==> src/rtl/uart_mmio_pkg.sv <==
// uart_mmio_pkg: MMIO address map and control-register bit positions for uart_mmio_ctrl.
package uart_mmio_pkg;

  localparam logic [31:0] UART_CTRL_ADDR = 32'h8000_0000;
  localparam logic [31:0] UART_RX_ADDR   = 32'h8000_0004;
  localparam logic [31:0] UART_TX_ADDR   = 32'h8000_0008;

  // Control-register store bits
  localparam int CTRL_CLR_OVF  = 0;
  localparam int CTRL_FLUSH_RX = 1;

endpackage

==> src/rtl/uart_mmio_ctrl_sync_fifo.sv <==
// sync_fifo: single-clock FIFO with push/pop/flush. Full/empty come from the
// registered count, so a push into a full FIFO is dropped even when a pop
// happens in the same cycle, and a pop of an empty FIFO is ignored.
// DEPTH=1 collapses to a single holding register.
module sync_fifo #(
  parameter int WIDTH = 8,
  parameter int DEPTH = 8
) (
  input  logic             clk,
  input  logic             rst_n,
  input  logic             i_push,
  input  logic [WIDTH-1:0] i_din,
  input  logic             i_pop,
  input  logic             i_flush,
  output logic             o_full,
  output logic             o_empty,
  output logic [WIDTH-1:0] o_head
);

  localparam int CW = $clog2(DEPTH) + 1;

  logic [CW-1:0] r_count;
  logic          w_push_ok;
  logic          w_pop_ok;

  assign o_full    = (r_count == CW'(DEPTH));
  assign o_empty   = (r_count == '0);
  // Flush discards everything, including a same-cycle push.
  assign w_push_ok = i_push && !o_full  && !i_flush;
  assign w_pop_ok  = i_pop  && !o_empty && !i_flush;

  // Occupancy count; flush empties the FIFO.
  always_ff @(posedge clk or negedge rst_n) begin
    if (!rst_n)       r_count <= '0;
    else if (i_flush) r_count <= '0;
    else              r_count <= r_count + CW'(w_push_ok) - CW'(w_pop_ok);
  end

  if (DEPTH == 1) begin : g_hold
    logic [WIDTH-1:0] r_hold;

    // Holding register, written only on an accepted push.
    always_ff @(posedge clk) begin
      if (w_push_ok) r_hold <= i_din;
    end

    assign o_head = o_empty ? '0 : r_hold;
  end else begin : g_ring
    localparam int AW = $clog2(DEPTH);

    logic [AW-1:0]    r_wr_ptr;
    logic [AW-1:0]    r_rd_ptr;
    logic [WIDTH-1:0] r_mem [DEPTH];

    // Read/write pointers; power-of-two depth lets them wrap naturally.
    always_ff @(posedge clk or negedge rst_n) begin
      if (!rst_n) begin
        r_wr_ptr <= '0;
        r_rd_ptr <= '0;
      end else if (i_flush) begin
        r_wr_ptr <= '0;
        r_rd_ptr <= '0;
      end else begin
        if (w_push_ok) r_wr_ptr <= r_wr_ptr + AW'(1);
        if (w_pop_ok)  r_rd_ptr <= r_rd_ptr + AW'(1);
      end
    end

    // Storage array, written only on an accepted push.
    always_ff @(posedge clk) begin
      if (w_push_ok) r_mem[r_wr_ptr] <= i_din;
    end

    assign o_head = o_empty ? '0 : r_mem[r_rd_ptr];
  end

endmodule

==> src/rtl/uart_mmio_ctrl.sv <==
// uart_mmio_ctrl: MMIO front end for the UART. Buffers CPU TX bytes in a FIFO
// drained over valid/ready, captures RX bytes for CPU loads, and tracks
// dropped RX bytes in a sticky overflow flag.
// Build option: define UART_RX_FIFO_EN for an RX_DEPTH-entry RX FIFO;
// otherwise the RX buffer is a single holding register.
module uart_mmio_ctrl
  import uart_mmio_pkg::*;
#(
  parameter int TX_DEPTH = 8,
  parameter int RX_DEPTH = 8
) (
  input  logic        clk,
  input  logic        rst_n,
  input  logic [31:0] addr,
  input  logic        mmio_we,
  input  logic        mmio_re,
  input  logic [31:0] wdata,
  output logic [7:0]  tx_data,
  output logic        tx_valid,
  input  logic        tx_ready,
  input  logic [7:0]  rx_data,
  input  logic        rx_valid,
  output logic        trmt_full,
  output logic        recv_empty,
  output logic [7:0]  recv_data,
  output logic        rx_overflow
);

`ifdef UART_RX_FIFO_EN
  localparam int RX_BUF_DEPTH = RX_DEPTH;
`else
  // Single holding register; RX_DEPTH has no effect in this build.
  localparam int RX_BUF_DEPTH = (RX_DEPTH > 0) ? 1 : 1;
`endif

  logic w_tx_wr;
  logic w_rx_rd;
  logic w_ctrl_wr;
  logic w_rx_flush;
  logic w_ovf_clr;
  logic w_tx_empty;
  logic w_rx_full;
  logic w_rx_drop;
  logic r_rx_overflow;
  logic w_unused_wdata;

  // Full 32-bit address decode
  assign w_tx_wr    = mmio_we && (addr == UART_TX_ADDR);
  assign w_rx_rd    = mmio_re && (addr == UART_RX_ADDR);
  assign w_ctrl_wr  = mmio_we && (addr == UART_CTRL_ADDR);
  assign w_rx_flush = w_ctrl_wr && wdata[CTRL_FLUSH_RX];
  assign w_ovf_clr  = w_ctrl_wr && wdata[CTRL_CLR_OVF];
  // A byte arriving while the RX buffer is full at the start of the cycle is lost.
  assign w_rx_drop  = rx_valid && w_rx_full;

  assign w_unused_wdata = ^wdata[31:8];

  sync_fifo #(.WIDTH(8), .DEPTH(TX_DEPTH)) u_tx_fifo (
    .clk     (clk),
    .rst_n   (rst_n),
    .i_push  (w_tx_wr),
    .i_din   (wdata[7:0]),
    .i_pop   (tx_ready),
    .i_flush (1'b0),
    .o_full  (trmt_full),
    .o_empty (w_tx_empty),
    .o_head  (tx_data)
  );

  sync_fifo #(.WIDTH(8), .DEPTH(RX_BUF_DEPTH)) u_rx_fifo (
    .clk     (clk),
    .rst_n   (rst_n),
    .i_push  (rx_valid),
    .i_din   (rx_data),
    .i_pop   (w_rx_rd),
    .i_flush (w_rx_flush),
    .o_full  (w_rx_full),
    .o_empty (recv_empty),
    .o_head  (recv_data)
  );

  assign tx_valid = !w_tx_empty;

  // Sticky overflow flag; a new drop outranks a same-cycle clear.
  always_ff @(posedge clk or negedge rst_n) begin
    if (!rst_n)         r_rx_overflow <= 1'b0;
    else if (w_rx_drop) r_rx_overflow <= 1'b1;
    else if (w_ovf_clr) r_rx_overflow <= 1'b0;
  end

  assign rx_overflow = r_rx_overflow;

endmodule

==> config.mk <==
export PLATFORM = sky130hd
export DESIGN_NAME = uart_mmio_ctrl
export DESIGN_NICKNAME = d
export VERILOG_FILES = /design/src/rtl/uart_mmio_pkg.sv /design/src/rtl/uart_mmio_ctrl_sync_fifo.sv /design/src/rtl/uart_mmio_ctrl.sv
export SDC_FILE = /design/constraint.sdc
export NUM_CORES = 1
export LEC_CHECK = 0
export BUFFER_PORTS_ARGS = -buffer_cell sky130_fd_sc_hd__clkbuf_2
export CAP_MARGIN = 20
export CORE_UTILIZATION = 45
export DETAILED_ROUTE_END_ITERATION = 12
export PLACE_DENSITY = 0.76
export SLEW_MARGIN = 20
export SYNTH_ARGS = -nofsm -noshare
export SYNTH_HDL_FRONTEND = slang
export SYNTH_SLANG_ARGS = --single-unit
==> constraint.sdc <==
create_clock -name clk -period 5.2 [get_ports clk]
set_input_delay 0 -clock clk [delete_from_list [all_inputs] [get_ports clk]]
set_output_delay 0 -clock clk [all_outputs]
set_load 0.005 [all_outputs]
# After elaboration in Yosys (flattened, before gate mapping)
# Memory sizes are Yosys's and may differ from the RTL's.
# Cells that the tools add are included.
dict set report op_classes {
  addsub 6
  n_reduce_logical 18
  shift 0
  eq_ne 4
  n_mul 0
  n_div 0
  muxes 7
  bitwise 1
  order_cmp 0
}
# op n
set op_table {}
lappend op_table {{$eq 32x32->1 const B} 3}
lappend op_table {{$mux 8} 2}
lappend op_table {{$logic_and 1x1->1} 12}
lappend op_table {{$add 3x1->3 const B} 2}
lappend op_table {{$mux 1} 5}
lappend op_table {{$add 4x1->4} 1}
lappend op_table {{$eq 4x4->1 const B} 1}
lappend op_table {{$logic_not 1->1} 4}
lappend op_table {{$logic_not 4->1} 1}
lappend op_table {{$sub 4x1->4} 1}
lappend op_table {{$reduce_bool 2->1} 1}
lappend op_table {{$add 1x1->1} 1}
lappend op_table {{$not 1->1} 1}
lappend op_table {{$sub 1x1->1} 1}
dict set report totals {
  latch_bits 0
  input_bits 78
  ram_bits 64
  ff_bits 20
  word_cells 43
  mem_count 1
  rom_bits 0
  out_inout_bits 20
}
# name words width read_ports rd_ports_with_merged_regs wr line
set memory_table {}
lappend memory_table {u_tx_fifo.g_ring.r_mem 8 8 1 0 1 uart_mmio_ctrl_sync_fifo.sv:53} ;# logic [WIDTH-1:0] r_mem [DEPTH];

# Depth between registers and ports, before layout
# Gate-level depths: netlist (run 1).
dict set report depth {
  ltp_word 8
  ltp_mapped 13
  ltp_nobuf 12
}

# Modules after synthesis
# A second synthesis (run 1) with hierarchy kept.
dict set report hier_totals {
  cells_unflattened 262
  hier_area_um2 3783.6
}
# mod cells_per_inst seq_area_each_um2 area_each_um2 instances
set by_module_without_submodules {}
lappend by_module_without_submodules {{sync_fifo (u_tx_fifo)} 207 2172.1 3190.6 1}
lappend by_module_without_submodules {{sync_fifo (u_rx_fifo)} 22 265.3 366.6 1}
lappend by_module_without_submodules {uart_mmio_ctrl 33 25.0 226.5 1}

# Worst setup path after synthesis (run 1)
# No wires, ideal clock.
dict set report synth_timing {
  path_kind {register to register}
  start {register u_tx_fifo.r_count[2]}
  end {register u_tx_fifo.r_count[2]}
  setup_ps 123
  setup_slack_ps 3020
  period_less_slack_ps 2180
  arrival_ps 2057
  stages_incl_launch_ff 14
  path_buffers 1
  required_time_ps 5077
  cell_sequence {dfrtp_1 > inv_1 > ha_1 > and2_1 > buf_2 > inv_1 > nand2_1 > inv_1 > ha_1 > inv_1 > ha_1 > inv_1 > fa_1 > xnor2_1}
}
dict set report synth_via {
  word_cells_on_any_way 8
  cone_classes {add/sub: 2; eq/ne: 1; reduce/logical: 5}
}
# element line
set synth_lines {}
lappend synth_lines {{start, declared} uart_mmio_ctrl_sync_fifo.sv:22} ;# logic [CW-1:0] r_count;
lappend synth_lines {{start signal, assigned} uart_mmio_ctrl_sync_fifo.sv:36} ;# else r_count <= r_count + CW'(w_push_ok) - CW'(w_pop_ok);
lappend synth_lines {{$logic_not 4->1} uart_mmio_ctrl_sync_fifo.sv:27} ;# assign o_empty = (r_count == '0);
lappend synth_lines {{$logic_not 1->1} --}
lappend synth_lines {{via tx_valid} uart_mmio_ctrl.sv:19} ;# output logic tx_valid,
lappend synth_lines {{$logic_and 1x1->1} uart_mmio_ctrl_sync_fifo.sv:30} ;# assign w_pop_ok = i_pop && !o_empty && !i_flush;
lappend synth_lines {{via u_tx_fifo.w_pop_ok} uart_mmio_ctrl_sync_fifo.sv:24} ;# logic w_pop_ok;
lappend synth_lines {{$sub 4x1->4} uart_mmio_ctrl_sync_fifo.sv:36}
# The timed path passes the listed nets, and every way through them passes these cells.
# A chain may end at the register's enable or synchronous reset.

# Final worst setup path (run 1)
dict set report layout_timing {
  start {register u_tx_fifo.r_count[2]}
  end {register u_tx_fifo.r_count[2]}
}
dict set report layout_via {
  word_cells_on_any_way 8
  cone_classes {add/sub: 2; eq/ne: 1; reduce/logical: 5}
}
# element line
set layout_lines {}
lappend layout_lines {{$logic_not 4->1} uart_mmio_ctrl_sync_fifo.sv:27}
lappend layout_lines {{$logic_not 1->1} uart_mmio_ctrl_sync_fifo.sv:30}
lappend layout_lines {{$logic_and 1x1->1} uart_mmio_ctrl_sync_fifo.sv:30}
lappend layout_lines {{via u_tx_fifo.w_pop_ok} uart_mmio_ctrl_sync_fifo.sv:24}
lappend layout_lines {{$sub 4x1->4} uart_mmio_ctrl_sync_fifo.sv:36}
# The timed path passes the listed nets, and every way through them passes these cells.

==> run metrics, run 1 <==
status=finished clean; PD cells=392 nW/um^2; gr busiest metal=met2; syn_nets=287; post-CTS sizing=0; std cell rows=32; clk root buf=clkbuf_8; Max Freq=389 MHz; EDFF count, synth=72; Layout area overhead=23.9%; Die X=91.2 microns; Worst setup SP type=flop; fill count=594; Worst R2R End=u_tx_fifo.r_count[2]; worst setup path endpoint=u_tx_fifo.r_count[2]; Top Ports=98; Setup Buffers After CTS=0; initial antenna violation count=0; total track usage=0.176; TritonRoute pass-1 iters=4; Reg clk slew, reported paths=0.08 ns; port buffer count=73; flops & latches, synth=84; wire length per cell=16.5 microns; Setup crit end kind=flop; area of the core=7730 sq um; MaxCap Viol Count=0; Worst Reg-to-Reg Cells=12; DR vias/cell=5.20; Critical Path, Cell by Cell=inv_1 -> ha_1 -> and2_1 -> inv_1 -> nand2_1 -> inv_1 -> ha_1 -> inv_1 -> ha_1 -> inv_1 -> fa_1 -> xnor2_1; Worst Setup SP=u_tx_fifo.r_count[2]; worst min-delay path class=input port to flop; Worst-Margin Slew=0.816 ns; most used cell, CP=inv_1; FF-to-FF Start=u_tx_fifo.r_count[2]; Lkg Pwr=1.71 nW; Required @ worst endpoint=5.45 ns; Num CTS Buffers=9; vias in the first global route=2,156; dominant synthesized flop cell=edfxtp_1; antenna viol nets, final=0; GRT met2 Usage=0.295; initial DRC count=110; Starting Density=0.464; Final Hold Viols=0; fin crit share=0.494; layout cell share with drive strength beyond 1=0.376; min Tclk post-route=2.57 ns; maximum buffer depth of the clock tree=2; Max Slew Vio Count=0; pre-CTS WS=2.61 ns; final setup fails=0; critical path class=flop to flop; largest net degree at the start of global routing=19; syn avg cell area=17.9 sq um; Setup TNS=0 ns; yosys warns=0; cells after synthesis=200; met3 GRT Util=0.0360; CP Data Arrival Time=2.81 ns; fin worst setup slack=2.63 ns; Post-Layout Inst Area=4440 sq um; post-detail-place hpwl=4.30 mm; fin nets=385; DIE AREA=8320 sq um; Synth Cell Area=3580 sq um; Async SR Flop Fraction=0.143; final RePlAce weighted congestion=0.803; die height=91.2 microns; ant diodes=0; hold_buf cts=22; R2R setup slack=2.63 ns; clock skew=0.0107 ns; overflow left after global routing=0; Peak VDD IR=177 uV; routed vias=2,104; CTS tree=built; CP max-delay cell=and2_1; Core Util, Final=0.574; placed instance area=4030 sq um; Crit Path Max Fanout=9; global-route wire length before repair=10.6 mm; register area share after synthesis=0.687; Slew HR=0.456; htree depth=3; drt drc=0; CP peak stage delay=0.40 ns; Yosys cell types=39; clock latency on the worst-skew pair=0.36 ns; CTS sink count=84; Global Route met1 Usage=0.219; RSZ-0062 raised after global routing=false; total length of routed wires=6.70 mm
## power breakdown
group / internal, mW / switching (mW)
Clock: 0.222 / 0.227
Sequential: 0.761 / 0.107
Combinational: 0.265 / 0.159
## final cells by class
type	count	area, sq um	share of cell area
Inverter	14	52.6	0.0118
Sequential cell	84	2460	0.555
Clock inverter	4	50.0	0.0113
Multi-Input combinational cell	94	1020	0.230
Tap cell	102	128	0.0288
Timing Repair Buffer	95	586	0.132
Clock buffer	12	135	0.0305
## worst min path at each step
stage                           end  slack, ns    start  cells after the start
2_1_floorplan           rx_overflow      -0.30    rst_n                      0
4_1_cts            u_rx_fifo.o_full       0.02  addr[3]                      3
3_3_place_gp   u_tx_fifo.r_count[2]      -0.09    rst_n                      1
6_report           u_rx_fifo.o_full       0.03  addr[3]                      3
3_5_place_dp   u_tx_fifo.r_count[2]      -0.08    rst_n                      1
5_1_grt            u_rx_fifo.o_full       0.05  addr[3]                      3
## critical path: cells and delay by family, from the launching register on
kind / cells / cell delay, ns
fa+ha+maj: 4 / 0.98
simple gates: 2 / 0.56
buf+inv: 5 / 0.42
flops: 1 / 0.38
xor+xnor: 1 / 0.14
## state kept, by name (all words and copies together) (netlist names)
name	cells
rx_overflow	1
u_tx_fifo.g_ring.r_mem	64
u_tx_fifo.r_count	4
u_tx_fifo.g_ring.r_wr_ptr	3
u_rx_fifo.g_hold.r_hold	8
u_rx_fifo.o_full	1
u_tx_fifo.g_ring.r_rd_ptr	3
## layout by cell type (no fill, tap or decap), drive strengths merged, types with 2 or more instances in the layout
cell         synthesis  routed
xnor2                3       3
ha                   8       8
a21oi                3       3
nor2                11      11
dfrtp               12      12
clkinvlp             0       2
nor4                 7       7
dlygate4sd3          0      22
inv                 14      14
mux4                16      16
and2                 9       9
nor3                 2       2
nand4                2       2
mux2i                8       8
clkbuf               3      85
and4b                3       3
mux2                 2       2
xor2                 3       3
edfxtp              72      72
## per-stage QoR
step	instances	total power [mW]	hold slack [ns]
4_1_cts	405	1.76	0.0184
6_report	405	1.74	0.0262
5_1_grt	405	1.83	0.0500
2_1_floorplan	200	1.16	-0.296
3_3_place_gp	367	1.28	-0.0937
3_5_place_dp	367	1.30	-0.0831
## cells in the mapped netlist (2+ instances only)
master,n,area (sq um)
xnor2_1,3,26.3
a21oi_1,3,15.0
nand4_1,2,12.5
mux4_2,16,360
buf_2,2,10.0
mux2_2,2,22.5
dfrtp_1,12,300
and2_1,9,56.3
clkbuf_1,3,11.3
nor2_1,11,41.3
buf_6,2,22.5
and4b_1,3,30.0
nor4_2,3,37.5
ha_1,8,100
nor4_1,4,25.0
xor2_1,3,26.3
edfxtp_1,72,2160
inv_1,14,52.6
mux2i_1,8,80.1
## cell families after synthesis
logic type               share of synthesized area
AO/OA/AOI/OAI                               0.0150
XOR/XNOR                                    0.0147
adder cells (fa/ha/maj)                     0.0335
buffers and inverters                       0.0290
flip-flops                                   0.687
multiplexers                                 0.129
AND/OR/NAND/NOR                             0.0912
## routing by layer
layer | vias up | part of all wire
met3 | 11 | 0.057
met2 | 88 | 0.51
met5 | - | 0
li1 | 971 | -
met1 | 1034 | 0.41
met4 | 0 | 0.019
Note: power is estimated with default switching activity, not from simulation.
==> run 2: changes to the inputs <==
- PLACE_DENSITY: 0.76 -> 0.79
- clock period: 5.2 -> 2.3 ns (I/O delays scaled with it)
==> run metrics, run 2 (synthesized netlist as in run 1, its figures left out) <==
area of the core=7730 sq um (unchanged); Worst setup SP type=flop (unchanged); MaxCap Viol Count=0 (unchanged); Lkg Pwr=1.79 nW (was 1.71 nW); Crit. path cell count=12 (unchanged); clock latency on the worst-skew pair=0.34 ns (was 0.36 ns); Peak VDD IR=356 uV (was 177 uV); wire length per cell=16.0 microns (was 16.5 microns); Layout area overhead=26.9% (was 23.9%); vias in the first global route=2,254 (was 2,156); Max Slew Vio Count=0 (unchanged); Reg with most FFs=u_tx_fifo.g_ring.r_mem (unchanged); CTS tree=built (unchanged); overflow left after global routing=0 (unchanged); final setup fails=0 (unchanged); Starting Density=0.464 (unchanged); Critical Path, Cell by Cell=inv_2 -> ha_1 -> and2_1 -> inv_1 -> nand2_2 -> inv_1 -> ha_1 -> inv_1 -> ha_1 -> inv_1 -> fa_1 -> xnor2_1 (was inv_1 -> ha_1 -> and2_1 -> inv_1 -> nand2_1 -> inv_1 -> ha_1 -> inv_1 -> ha_1 -> inv_1 -> fa_1 -> xnor2_1); die height=91.2 microns (unchanged); top flop regs=u_tx_fifo.g_ring.r_mem (64), u_rx_fifo.g_hold.r_hold (8), u_tx_fifo.r_count (4) (unchanged); PD cells=908 nW/um^2 (was 392 nW/um^2); CTS sink count=84 (unchanged); CP peak stage delay=0.38 ns (was 0.40 ns); drt drc=0 (unchanged); clk root buf=clkbuf_8 (unchanged); delay-heaviest family, CP=adder cells (unchanged); post-detail-place hpwl=4.36 mm (was 4.30 mm); max reg flops=64 (unchanged); Min-Delay Path Depth=3 (unchanged); Reg clk slew, reported paths=0.08 ns (about the same); final RePlAce weighted congestion=0.760 (was 0.803); RSZ-0062 raised after global routing=false (unchanged); most frequent cells in the layout=clkbuf_2, edfxtp_1, dlygate4sd3_1, mux4_2, inv_1 (unchanged); maximum buffer depth of the clock tree=2 (unchanged); critical path class=flop to flop (unchanged); fin crit share=0.929 (was 0.494); ant diodes=0 (unchanged); initial DRC count=70 (was 110); most used cell, CP=inv_1 (unchanged); Num CTS Buffers=9 (unchanged); TritonRoute pass-1 iters=4 (unchanged); Crit Path Max Fanout=3 (was 9); Clk pwr share=0.290 (was 0.258); Final Hold Viols=0 (unchanged); Psw=1.08 mW (was 492 uW); placed instance area=4100 sq um (was 4030 sq um); Slew HR=0.468 (was 0.456); fill count=614 (was 594); largest net degree at the start of global routing=19 (unchanged); combinational power share=0.257 (was 0.244); Post-Layout Inst Area=4550 sq um (was 4440 sq um); clock skew=0.00941 ns (was 0.0107 ns); worst min-delay path class=input port to flop (unchanged); std cell rows=32 (unchanged); htree depth=3 (unchanged); Max Freq=468 MHz (was 389 MHz); CP max-delay cell=dfrtp_1 (was and2_1); min Tclk post-route=2.14 ns (was 2.57 ns); fin nets=394 (was 385); DR vias/cell=5.13 (was 5.20); Setup crit end kind=flop (unchanged); layout cell share with drive strength beyond 1=0.400 (was 0.376); Core Util, Final=0.588 (was 0.574); CP Data Arrival Time=2.36 ns (was 2.81 ns); Int Pwr=3.05 mW (was 1.25 mW); worst path bufs/invs=5 (unchanged); Worst-Margin Slew=0.798 ns (was 0.816 ns); DIE AREA=8320 sq um (unchanged); initial antenna violation count=0 (unchanged); Setup TNS=0 ns (unchanged); total track usage=0.179 (was 0.176); status=finished clean (unchanged); most common cell after layout, fill and taps aside=clkbuf_2 (unchanged); fin worst setup slack=0.164 ns (was 2.63 ns); total length of routed wires=6.61 mm (was 6.70 mm); Worst Reg-to-Reg Cells=12 (unchanged); Die X=91.2 microns (unchanged); routed vias=2,113 (was 2,104); pre-CTS WS=0.0860 ns (was 2.61 ns); port buffer count=73 (unchanged); Required @ worst endpoint=2.52 ns (was 5.45 ns); global-route wire length before repair=10.9 mm (was 10.6 mm); antenna viol nets, final=0 (unchanged); Top Ports=98 (unchanged); Seq pwr share=0.453 (was 0.499); Switching Fraction=0.262 (was 0.283)
## run 2: layout make-up
cell class / count / area (sq um) / area share
flip-flops and latches: 84 / 2460 / 0.542
clock inverters: 5 / 103 / 0.0226
repair buffers: 104 / 653 / 0.144
multi-input cells: 94 / 1020 / 0.225
well taps: 102 / 128 / 0.0281
inverters: 14 / 52.6 / 0.0116
clock buffers: 9 / 124 / 0.0272
## run 2: worst paths after layout
path / slack (ns) / start / endpoint
setup / recovery: 0.16 / u_tx_fifo.r_count[2] / u_tx_fifo.r_count[2]
hold / removal: 0.04 / addr[3] / u_rx_fifo.o_full
setup reg to reg: 0.16 / u_tx_fifo.r_count[2] / u_tx_fifo.r_count[2]
hold reg to reg: 0.51 / u_tx_fifo.g_ring.r_rd_ptr[0] / u_tx_fifo.g_ring.r_rd_ptr[0]
max in group asynchronous: 2.00 / rst_n / u_rx_fifo.o_full
min in group asynchronous: 0.07 / rst_n / u_tx_fifo.g_ring.r_rd_ptr[2]
## run 2: power by group through the flow
stage,combinational (mW),clock (mW),sequential (mW)
6_report,1.06,1.20,1.87
3_3_place_gp,1.01,0,1.90
2_1_floorplan,0.844,0,1.79
3_5_place_dp,1.05,0,1.91
5_1_grt,1.19,1.28,1.89
4_1_cts,1.08,1.22,1.88
## run 2: routing by layer
metal	vias to the layer above	wire length [microns]	share of wire	track usage
li1	989	-	-	-
met1	1040	2850	0.43	0.218
met2	73	3380	0.51	0.311
met3	11	274	0.041	0.0343
met4	0	100	0.015	0.0767
met5	-	0	0	0
## run 2: timing repair
action                                 in CTS  in global routing
endpoints found under the hold margin      86                  0
setup endpoints to repair                   0                  3
hold buffers                               22                  0
setup buffers                               0                  0
resized for setup                           0                  2
## run 2: worst register-to-register path: stages (launching register included)
cell     delay, ns
dfrtp_1       0.38
inv_2         0.08
ha_1          0.13
and2_1        0.14
inv_1         0.07
nand2_2       0.10
inv_1         0.05
ha_1          0.29
inv_1         0.06
ha_1          0.16
inv_1         0.06
fa_1          0.38
xnor2_1       0.14
## run 2: through the flow
| stage | power [mW] | std cells | hold WS (ns) |
|---|---|---|---|
| global placement | 2.92 | 376 | -0.0994 |
| floorplan | 2.63 | 200 | -0.296 |
| detailed placement | 2.96 | 376 | -0.0983 |
| global route | 4.35 | 412 | 0.0443 |
| finish | 4.13 | 412 | 0.0390 |
| CTS | 4.18 | 412 | 0.0153 |
